### src/rtl/if_id_register.sv
// IF/ID pipeline register for the 5-stage MIPS pipeline.
// Holds the fetched instruction and PC+4 for the ID stage and supports
// stall (hold), flush (bubble) and fetch-not-ready (bubble) behaviour.
// A 2-bit control FSM (EMPTY/LOADED/HELD/FLUSHED) is exported for debug.
// Optional feature macro: IF_ID_PERF_COUNT_EN adds saturating stall and
// flush counters as extra outputs.
module if_id_register #(
  parameter int                    DATA_WIDTH = 32,
  parameter logic [DATA_WIDTH-1:0] NOP_WORD   = '0,
  parameter logic [DATA_WIDTH-1:0] PC_RESET   = '0
) (
  input  logic                  clock,
  input  logic                  reset_n,
  input  logic [DATA_WIDTH-1:0] instruction_if,
  input  logic [DATA_WIDTH-1:0] pc_plus4_if,
  input  logic                  fetch_valid_if,
  input  logic                  stall_id,
  input  logic                  flush_id,
  output logic [DATA_WIDTH-1:0] current_instruction_if_id,
  output logic [DATA_WIDTH-1:0] pc_plus4_if_id,
  output logic                  valid_if_id,
  output logic [1:0]            state_if_id
`ifdef IF_ID_PERF_COUNT_EN
  ,
  output logic [15:0]           stall_cycles_if_id,
  output logic [15:0]           flush_count_if_id
`endif
);

  typedef enum logic [1:0] {
    EMPTY   = 2'd0,
    LOADED  = 2'd1,
    HELD    = 2'd2,
    FLUSHED = 2'd3
  } state_t;

  state_t                  state;
  logic [DATA_WIDTH-1:0]   instruction;
  logic [DATA_WIDTH-1:0]   pc_plus4;
  logic                    valid;

  // Pipeline register and control FSM; priority is flush > stall > load/bubble.
  // The instruction word is only taken from IF when fetch_valid_if is high,
  // so an undefined IF word never reaches the ID outputs.
  always_ff @(posedge clock or negedge reset_n) begin
    if (!reset_n) begin
      state       <= EMPTY;
      instruction <= NOP_WORD;
      pc_plus4    <= PC_RESET;
      valid       <= 1'b0;
    end else if (flush_id) begin
      state       <= FLUSHED;
      instruction <= NOP_WORD;
      valid       <= 1'b0;
    end else if (stall_id) begin
      // Contents hold; only a real instruction counts as held.
      state <= valid ? HELD : EMPTY;
    end else if (fetch_valid_if) begin
      state       <= LOADED;
      instruction <= instruction_if;
      pc_plus4    <= pc_plus4_if;
      valid       <= 1'b1;
    end else begin
      state       <= EMPTY;
      instruction <= NOP_WORD;
      valid       <= 1'b0;
    end
  end

  assign current_instruction_if_id = instruction;
  assign pc_plus4_if_id            = pc_plus4;
  assign valid_if_id               = valid;
  assign state_if_id               = state;

`ifdef IF_ID_PERF_COUNT_EN
  logic [15:0] stall_cycles;
  logic [15:0] flush_count;

  // Saturating event counters: stalls that are not overridden by a flush,
  // and every flush edge.
  always_ff @(posedge clock or negedge reset_n) begin
    if (!reset_n) begin
      stall_cycles <= '0;
      flush_count  <= '0;
    end else begin
      if (flush_id) begin
        if (flush_count != 16'hFFFF) flush_count <= flush_count + 16'd1;
      end else if (stall_id) begin
        if (stall_cycles != 16'hFFFF) stall_cycles <= stall_cycles + 16'd1;
      end
    end
  end

  assign stall_cycles_if_id = stall_cycles;
  assign flush_count_if_id  = flush_count;
`endif

endmodule

### config.mk
export PLATFORM = sky130hd
export DESIGN_NAME = if_id_register
export DESIGN_NICKNAME = d
export VERILOG_FILES = /design/src/rtl/if_id_register.sv
export SDC_FILE = /design/constraint.sdc
export NUM_CORES = 1
export LEC_CHECK = 0
export CORE_ASPECT_RATIO = 0.8
export CORE_MARGIN = 3
export CORE_UTILIZATION = 40
export DETAILED_ROUTE_END_ITERATION = 10
export GPL_TIMING_DRIVEN = 1
export PLACE_DENSITY = 0.78
export SYNTH_ARGS = -nofsm -noshare
export SYNTH_HDL_FRONTEND = slang
export SYNTH_SLANG_ARGS = --single-unit
### constraint.sdc
create_clock -name clock -period 0.9 [get_ports clock]
set_input_delay 0.18 -clock clock [delete_from_list [all_inputs] [get_ports clock]]
set_output_delay 0.18 -clock clock [all_outputs]
set_load 0.005 [all_outputs]
# ---- Word-level counts from Yosys, hierarchy flattened
# Cells that the tools add are included.
dict set report totals {
  regBits 67
  inputBits 69
  word_cells 18
}
dict set report op_classes {
  eq_ne 1
  muxes 10
  bitwise 2
  n_reduce_logical 1
}
# op n
set op_table {}
lappend op_table {{$mux W32} 3}
lappend op_table {{$mux W2} 3}
lappend op_table {{$mux W1} 4}
lappend op_table {{$reduce_and A3 Y1} 1}
lappend op_table {{$ne A2 B1 Y1 const B} 1}
lappend op_table {{$not A1 Y1} 2}

# ---- Longest topological paths before layout
dict set report logic_depth {
  word_depth 3
  ltp_mapped 4
  ltp_nobuf 2
}

# ---- Worst setup path before layout
# OpenSTA, ideal clock, no wires.
dict set report synth_timing {
  kind {input to register}
  start {input flush_id}
  end {register pc_plus4[10] (netlist: pc_plus4_if_id[10])}
  setup_ns 0.125
  arrival_time_ns 1.141
  t_required_ns 0.775
  setup_slack_ns -0.366
  stages 4
  path_buffers 2
  cell_sequence {buf_2 > nor3b_4 > buf_6 > mux2_2}
}
dict set report synth_between {
  elab_chain_cells 2
}
# element line
set synth_lines {}
lappend synth_lines {{from (decl)} 18} ;# input logic flush_id,
lappend synth_lines {{$not A1 Y1 (no source line)} n/a}
lappend synth_lines {{$reduce_and A3 Y1 (no source line)} n/a}
lappend synth_lines {{to (signal assigned)} 61} ;# pc_plus4 <= pc_plus4_if;
lappend synth_lines {{to (decl)} 39} ;# logic [DATA_WIDTH-1:0] pc_plus4;
# Every way passes these cells.
# A chain may end at the register's enable or synchronous reset.

# ---- Worst setup path after layout
dict set report layout_timing {
  start {register pc_plus4[2] (netlist: pc_plus4_if_id[2])}
  end {output pc_plus4_if_id[2]}
}
# element line
set layout_rtl {}
lappend layout_rtl {{to (decl)} 20} ;# output logic [DATA_WIDTH-1:0] pc_plus4_if_id,
# No word-level cell between the ends.

==> impl_metrics.ini <==
[outcome]
status = finished, violations left
violations = setup timing

[pwr]
p_switching_mw = 1.90
swShare_pct = 24.1
combPwrFrac_pct = 24.4
ir_drop_v = 0.000994
p_int_mw = 6.00
leakagePower_nw = 2.21
pwr-share-seq_pct = 44.8
clock_power_share_pct = 30.8
power.total_mw = 7.90
p_per_area_mw_per_mm2 = 1730

[timing]
timing.fmax_mhz = 943
relSlewSlack_pct = 64.9
finalSetupViolations = 81
tightest_slew_ns = 0.527
min_period_ns = 1.06
skew_ns = 0.00134
setup_slack_ns = -0.160
hold_viol_final = 0
drv_slew = 0
setup_tns_ns = -8.97
fin_crit_sh_pct = 118
rsz0062_at_grt = yes

[placement]
globalplace.congestion = 0.764
port-buffer-count = 135
hpwl_um = 4790
place_area_mm2 = 0.00426
dp.cells = 438

[finish]
final_util_pct = 70.7
area_delta_synth_final_pct = 69.5
stdcell_area_mm2 = 0.00458
layout.cells.most_common = buf_2
stdcell_count = 491
drive_gt1_share_pct = 43.2
diodes = 0
layout_common_cells = buf_2, dfrtp_1, clkdlybuf4s50_1
final_nets = 472

[synth]
netlist-cell-type-count = 11
synth.area.top_cells = dfrtp_1, mux2_2, nand3b_1
synth_seq_cells = 67
synth_top_area_share_pct = 62.1
synth.avg_cell_area_um2 = 12.3
ys_warn_count = 0
synthCells = 219
synth_top_area_cell = dfrtp_1
syn_area_mm2 = 0.00270
ys_seq_area_share_pct = 62.1
synthesis.nets = 288

[detailed_routing]
vias = 2355
met1_length_um = 3390
detail-route-antenna-nets = 0
vias_per_cell = 4.80
top_layer = met4
wl_met2_um = 4090
post_drt_wl_per_cell_um = 16.8
first_pass_iters = 4
wl_um = 8250
first_iter_violations = 93
drc_errors = 0
wl_met3_um = 710

[worst_setup_path]
end_kind = output pin
critPathArrivalTime_ns = 0.88
path_class = reg -> out
cp_top_family = flip-flops
crit_chain = buf_2
cp-start-kind = flop
crit_slowest_cell = dfrtp_1
regToRegSetupSlack_ns = -0.11
required_ns = 0.72
slowest_delay_ns = 0.40
path_buf_inv = 1
crit_fanout = 2

[clock_network]
cts_sinks = 67
path_clk_slew_ns = 0.07
cts_tree = yes
clk-insertion-delay-late_ns = 0.33
numCtsBuffers = 9
cts-root-buf = clkbuf_8
clockBufferDepth = 2
cts-htree-levels = 3

[floorplan]
fp.dieArea_mm2 = 0.00778
core-area_mm2 = 0.00647
die_w_um = 97.9
initial_utilization_pct = 41.7
core.rowCount = 26
die_h_um = 79.5
pin_count = 136

[global_route]
grt_max_degree = 68
grt_pass1_vias = 2363
antenna_found_initial = 0
grtUsageTotal_pct = 21.3
grt_pass1_wl_um = 12900
grt.overflow.total = 0

[flow_run]
cap_viol_max_count = 0

[min_path]
hold_path_class = in -> reg
[registers in the layout, indices dropped and copies added, names as in the netlist]
signal,cells
pc_plus4_if_id,32
valid_if_id,1
current_instruction_if_id,32
state_if_id,2
[area by class of cell]
type / instances / area (um^2)
fill: 487 / 1900
sequential: 67 / 1680
timing repair buffer: 191 / 1540
multi-input combinational: 134 / 1050
clock buffer: 14 / 193
tap: 84 / 105
clock inverter: 1 / 5.00
[synth_stat cells, drive strengths merged]
cell,count
clkbuf,8
a21oi,33
nand2,33
dfrtp,67
nand3b,32
buf,10
mux2,32
nor3b,1
nand2b,3
[per-stage QoR]
stage | hold WS (ns) | setup WS (ns)
5_1_grt | 0.377 | -0.211
4_1_cts | 0.363 | -0.167
3_5_place_dp | 0.226 | -0.751
3_3_place_gp | 0.229 | -0.720
2_1_floorplan | -0.116 | -0.309
6_report | 0.344 | -0.160
[cell families after synthesis]
group                  count (synthesis)  share of synthesized area (%)
AND/OR/NAND/NOR                       69                           14.9
flip-flops                            67                           62.1
AO/OA/AOI/OAI                         33                           6.12
multiplexers                          32                           13.3
buffers and inverters                 18                           3.57
[final timing paths]
kind / startpoint / to / cells past startpoint
max: pc_plus4_if_id[2]$_DFFE_PN0P_ / pc_plus4_if_id[2] / 1
min: flush_id / current_instruction_if_id[13]$_DFFE_PN0P_ / 3
max in group asynchronous: reset_n / pc_plus4_if_id[17]$_DFFE_PN0P_ / 3
min reg2reg: valid_if_id$_DFFE_PN0P_ / state_if_id[1]$_DFF_PN0_ / 2
min in group asynchronous: reset_n / current_instruction_if_id[19]$_DFFE_PN0P_ / 3
max reg2reg: pc_plus4_if_id[2]$_DFFE_PN0P_ / pc_plus4_if_id[2]$_DFFE_PN0P_ / 3
[layer usage]
| metal | global-route usage, % | vias up |
|---|---|---|
| met5 | 0 | - |
| met4 | 4.56 | 0 |
| met3 | 9.17 | 6 |
| met2 | 35.0 | 86 |
| met1 | 26.3 | 1147 |
| li1 | - | 1116 |
[power groups by stage]
| stage | combinational (mW) | clock, mW | sequential (mW) |
|---|---|---|---|
| after detailed placement | 1.80 | 0 | 3.58 |
| after global routing | 2.08 | 2.67 | 3.57 |
| after global placement | 1.76 | 0 | 3.57 |
| after floorplan | 0.519 | 0 | 3.59 |
| after CTS | 1.73 | 2.50 | 3.52 |
| final | 1.93 | 2.44 | 3.54 |
[repair_timing]
| item | CTS | global route |
|---|---|---|
| gates resized for setup | 300 | 17 |
| hold endpoints to repair | 67 | 0 |
| setup endpoints to repair | 134 | 92 |
| gates cloned | 3 | 0 |
| hold buffers | 1 | 0 |
| buffers inserted | 22 | 26 |
| pin swaps | 1 | 1 |
No activity file was read; power rests on OpenSTA's default activity.
